$ cat config.mk
export PLATFORM = sky130hd
export DESIGN_NAME = cla_result_bcd
export DESIGN_NICKNAME = d
export VERILOG_FILES = /design/src/rtl/cla_result_bcd.sv
export SDC_FILE = /design/constraint.sdc
export NUM_CORES = 1
export LEC_CHECK = 0
export BUFFER_PORTS_ARGS = -buffer_cell sky130_fd_sc_hd__buf_2
export CAP_MARGIN = 40
export CORE_MARGIN = 3
export CORE_UTILIZATION = 45
export DETAILED_ROUTE_END_ITERATION = 10
export PLACE_DENSITY = 0.65
export SYNTH_ARGS = -nofsm -noshare
export SYNTH_HDL_FRONTEND = slang
export SYNTH_SLANG_ARGS = --single-unit
$ cat constraint.sdc
create_clock -name clk -period 1.45 [get_ports clk]
set_input_delay 0.145 -clock clk [delete_from_list [all_inputs] [get_ports clk]]
set_output_delay 0.145 -clock clk [all_outputs]
set_load 0.01 [all_outputs]
$ cat src/rtl/cla_result_bcd.sv
// cla_result_bcd: sequential double-dabble converter of the CLA result register to packed BCD.
// Optional seven-segment output enabled by macro CLA_RESULT_BCD_SEVEN_SEG_EN.
`default_nettype none

module cla_result_bcd #(
  parameter int IN_W   = 5,
  parameter int DIGITS = 2
) (
  input  logic                clk,
  input  logic                rst,
  input  logic                load,
  input  logic [IN_W-1:0]     q_in,
  output logic                busy,
  output logic                done,
  output logic [4*DIGITS-1:0] bcd
`ifdef CLA_RESULT_BCD_SEVEN_SEG_EN
  ,
  output logic [7*DIGITS-1:0] seg
`endif
);

  localparam int BCD_W = 4 * DIGITS;
  localparam int CNT_W = $clog2(IN_W + 1);

  if (10 ** DIGITS <= 2 ** IN_W - 1) begin : g_param_check
    $error("cla_result_bcd: DIGITS too small for IN_W");
  end

  typedef enum logic [0:0] {
    IDLE  = 1'b0,
    SHIFT = 1'b1
  } state_t;

  state_t           state;
  logic [IN_W-1:0]  shreg;
  logic [BCD_W-1:0] scratch;
  logic [CNT_W-1:0] cnt;

  logic [BCD_W-1:0] adj;
  logic [BCD_W-1:0] scratch_nxt;
  logic [IN_W-1:0]  shreg_nxt;

  // Add-3 correction precedes the shift so each nibble stays a valid BCD digit after doubling.
  always_comb begin
    adj = scratch;
    for (int d = 0; d < DIGITS; d++) begin
      if (scratch[4*d +: 4] >= 4'd5) begin
        adj[4*d +: 4] = scratch[4*d +: 4] + 4'd3;
      end
    end
    {scratch_nxt, shreg_nxt} = {adj, shreg} << 1;
  end

`ifdef CLA_RESULT_BCD_SEVEN_SEG_EN
  function automatic logic [6:0] seg7(input logic [3:0] n);
    case (n)
      4'd0:    seg7 = 7'b1000000;
      4'd1:    seg7 = 7'b1111001;
      4'd2:    seg7 = 7'b0100100;
      4'd3:    seg7 = 7'b0110000;
      4'd4:    seg7 = 7'b0011001;
      4'd5:    seg7 = 7'b0010010;
      4'd6:    seg7 = 7'b0000010;
      4'd7:    seg7 = 7'b1111000;
      4'd8:    seg7 = 7'b0000000;
      4'd9:    seg7 = 7'b0010000;
      default: seg7 = 7'b1111111;
    endcase
  endfunction
`endif

  always_ff @(posedge clk) begin
    if (rst) begin
      state   <= IDLE;
      busy    <= 1'b0;
      done    <= 1'b0;
      bcd     <= '0;
      shreg   <= '0;
      scratch <= '0;
      cnt     <= '0;
`ifdef CLA_RESULT_BCD_SEVEN_SEG_EN
      for (int d = 0; d < DIGITS; d++) seg[7*d +: 7] <= 7'b1000000;
`endif
    end else begin
      done <= 1'b0;
      case (state)
        IDLE: begin
          if (load) begin
            shreg   <= q_in;
            scratch <= '0;
            cnt     <= CNT_W'(IN_W);
            busy    <= 1'b1;
            state   <= SHIFT;
          end
        end
        SHIFT: begin
          scratch <= scratch_nxt;
          shreg   <= shreg_nxt;
          cnt     <= cnt - 1'b1;
          if (cnt == CNT_W'(1)) begin
            bcd   <= scratch_nxt;
            done  <= 1'b1;
            busy  <= 1'b0;
            state <= IDLE;
`ifdef CLA_RESULT_BCD_SEVEN_SEG_EN
            for (int d = 0; d < DIGITS; d++) seg[7*d +: 7] <= seg7(scratch_nxt[4*d +: 4]);
`endif
          end
        end
        default: state <= IDLE;
      endcase
    end
  end

endmodule

`default_nettype wire

==> results.py <==
metrics = {
    "status": {
        "outcome": "complete, no violations",
    },
    "worst_hold_path": {
        "min_to": "shreg[0]",
        "hold_path_depth": 3,
        "hp-class": "in -> reg",
        "min-delay-start": "q_in[0]",
    },
    "global_routing": {
        "grt_pass1_vias": 908,
        "grt_max_degree": 20,
        "grt_pass1_wl_um": 3820,
        "antenna_found_initial": 0,
        "overflow": 0,
        "gr-usage-all-layers_pct": 14.5,
    },
    "sta": {
        "setup_violations": 0,
        "fin_crit_sh_pct": 95.1,
        "min_period_ns": 1.38,
        "fmax_ghz": 0.725,
        "clock_skew_ns": 0.00459,
        "maxSlewHeadroom_pct": 74.8,
        "drv_slew": 0,
        "worstMarginPinSlew_ns": 0.378,
        "hold_viol": 0,
    },
    "cts": {
        "clockRootBuffer": "clkbuf_4",
        "cts_tree": "done",
        "ctsHoldBuffers": 0,
        "clock_latency_ns": 0.31,
        "cts_num_sinks": 27,
        "clockBufferDepth": 2,
        "clk_pin_slew_ns": 0.13,
        "cts.htree.levels": 1,
        "numCtsBuffers": 3,
    },
    "die": {
        "ios": 18,
        "die_area_um2": 3400,
        "row_count": 18,
        "initial_core_util_pct": 48.3,
        "core-area_um2": 2540,
        "die_w_um": 58.3,
        "fp.dieH_um": 58.3,
    },
    "pwr": {
        "clkPwrFrac_pct": 25.0,
        "finalPower_mw": 1.25,
        "p_switching_mw": 0.309,
        "sequentialPowerShare_pct": 62.8,
        "power_density_nw_per_um2": 868,
        "p_leak_nw": 0.599,
        "p_int_mw": 0.937,
        "p_comb_share_pct": 12.2,
        "ir_worst_vdd_mv": 0.651,
        "p_sw_share_pct": 24.8,
    },
    "yosys": {
        "seq_area_frac_synth_pct": 43.9,
        "synth_fp_nets": 145,
        "synth_adder_area_share_pct": 6.10,
        "ys_seq_elements": 27,
        "yosysUniqueCellTypes": 35,
        "synth_mux_area_share_pct": 6.51,
        "yosys.area_share.simple_pct": 16.5,
        "synthXorXnorAreaFrac_pct": 1.42,
        "syn_area_per_cell_um2": 9.39,
        "synth_top_family_by_area": "compound AO/OA/AOI/OAI gates",
        "synth-compound-area-share_pct": 19.2,
        "syn-cell-area_um2": 1230,
        "synth_cells": 131,
        "ys_warn_count": 0,
    },
    "worst_setup_path": {
        "crit_type": "reg -> reg",
        "required_ns": 1.72,
        "cp.arrival_ns": 1.65,
        "r2r-end": "scratch[2]",
        "crit_path_end_kind": "register",
        "r2r_cells": 6,
        "worstPathMaxFanout": 3,
        "crit_path_start_kind": "register",
        "r2r-start": "scratch[1]",
        "r2r_slack_ns": 0.07,
    },
    "layout": {
        "fillers": 237,
        "mostFrequentLayoutCells": "23 x dfxtp_1, 17 x buf_2, 13 x nor2_1, 12 x a21oi_1",
        "final_common_cell": "dfxtp_1",
        "final_nets": 168,
        "drive_gt1_share_pct": 30.1,
        "insertedDiodeCount": 0,
        "syn_to_final_growth_pct": 16.8,
        "utilization_pct": 56.4,
    },
    "placed_design": {
        "portBuffers": 17,
        "place_congestion": 0.732,
        "dp_hpwl_um": 1560,
    },
    "routing": {
        "viasPerCell": 5.26,
        "final_antenna_net_count": 0,
        "wl_per_cell_um": 11.9,
        "drt_iter0_markers": 29,
        "post-route-drc-count": 0,
        "vias": 963,
        "wirelength_um": 2180,
        "dr.pass1.iters": 4,
    },
    "job": {
        "drv_cap": 0,
    },
}
==> what timing repair did <==
| action | 4_1_cts | 5_1_grt |
|---|---|---|
| pin swaps | 1 | 5 |
| resized for setup | 2 | 12 |
| buffers inserted | 0 | 1 |
| gates cloned | 0 | 0 |
| endpoints found under the setup margin | 2 | 9 |
==> logic make-up after synthesis <==
group | count (synthesis)
adder cells (fa/ha/maj) | 6
multiplexers | 8
flip-flops | 27
buffers and inverters | 16
AND/OR/NAND/NOR | 38
XOR/XNOR | 2
AO/OA/AOI/OAI | 34
==> area by class of cell <==
type,instances,area (um^2),share of cell area (%)
Timing Repair Buffer,24,138,9.58
Clock buffer,4,26.3,1.83
Inverter,10,37.5,2.61
Sequential cell,27,546,38.0
Multi-Input combinational cell,88,652,45.4
Tap cell,30,37.5,2.61
==> through the flow <==
step / setup TNS (ns) / setup slack (ns) / instances / instance area, um^2 / hold WS (ns)
after floorplan: 0 / 0.120 / 131 / 1230 / 0.308
after global placement: -0.00749 / -0.00749 / 178 / 1360 / 0.430
after detailed placement: -0.0158 / -0.0150 / 178 / 1360 / 0.438
after CTS: 0 / 0.0123 / 182 / 1390 / 0.130
after global routing: -0.0187 / -0.00925 / 183 / 1440 / 0.149
final: 0 / 0.0705 / 183 / 1440 / 0.121
==> critical path, cell delays in order, from the launching register on <==
cell and delay, ns:
dfxtp_2 0.37, inv_2 0.05, ha_1 0.17, nand2b_4 0.14, a21oi_4 0.17, mux2i_2 0.27, a32o_1 0.16
==> power by group through the flow <==
stage               Sequential [mW]  Clock, mW  Combinational [mW]
global route                  0.786      0.364               0.173
floorplan                     0.795          0               0.115
global placement              0.798          0               0.148
detailed placement            0.799          0               0.151
CTS                           0.783      0.323               0.152
finish                        0.782      0.312               0.153
==> how the worst max path moves through the flow <==
stage	start	end	slack, ns	cells past startpoint
floorplan	scratch[4]	bcd[6]	0.12	6
global placement	scratch[1]	bcd[2]	-0.007	6
detailed placement	scratch[1]	scratch[2]	-0.02	6
CTS	scratch[1]	scratch[2]	0.01	6
global route	scratch[1]	scratch[2]	-0.009	6
finish	scratch[1]	scratch[2]	0.07	6
==> layer usage <==
metal / track usage [%] / vias up / routed length [um]
met2: 23.3 / 24 / 973
met5: 0 / - / 0
met1: 19.1 / 433 / 1050
met3: 2.00 / 5 / 120
li1: - / 501 / -
met4: 6.95 / 0 / 38
==> flip-flops by register name, indices dropped and copies added (netlist names) <==
register and count:
cnt 3, shreg 5, bcd 8, done 1
state 1, busy 1, scratch 8
==> synth_stat cells (all sizes together) <==
master | n | area share (%)
a32o | 2 | 1.6
a21oi | 14 | 6.9
buf | 5 | 2.9
nand2b | 3 | 1.9
mux2i | 8 | 6.5
nor3 | 7 | 2.8
o41ai | 1 | 0.71
ha | 6 | 6.1
a211oi | 1 | 0.61
a22o | 4 | 2.8
nor2 | 14 | 4.9
nor3b | 3 | 1.8
a31oi | 1 | 1.0
clkbuf | 1 | 0.30
nor2b | 2 | 1.0
nand3 | 4 | 2.0
nor4b | 1 | 0.71
a311oi | 1 | 0.71
inv | 10 | 3.1
o31a | 1 | 0.71
a21o | 1 | 0.61
o31ai | 1 | 0.61
o21ai | 7 | 2.8
nand2 | 4 | 1.2
xnor2 | 2 | 1.4
dfxtp | 27 | 44
No activity file was read; power rests on OpenSTA's default activity.
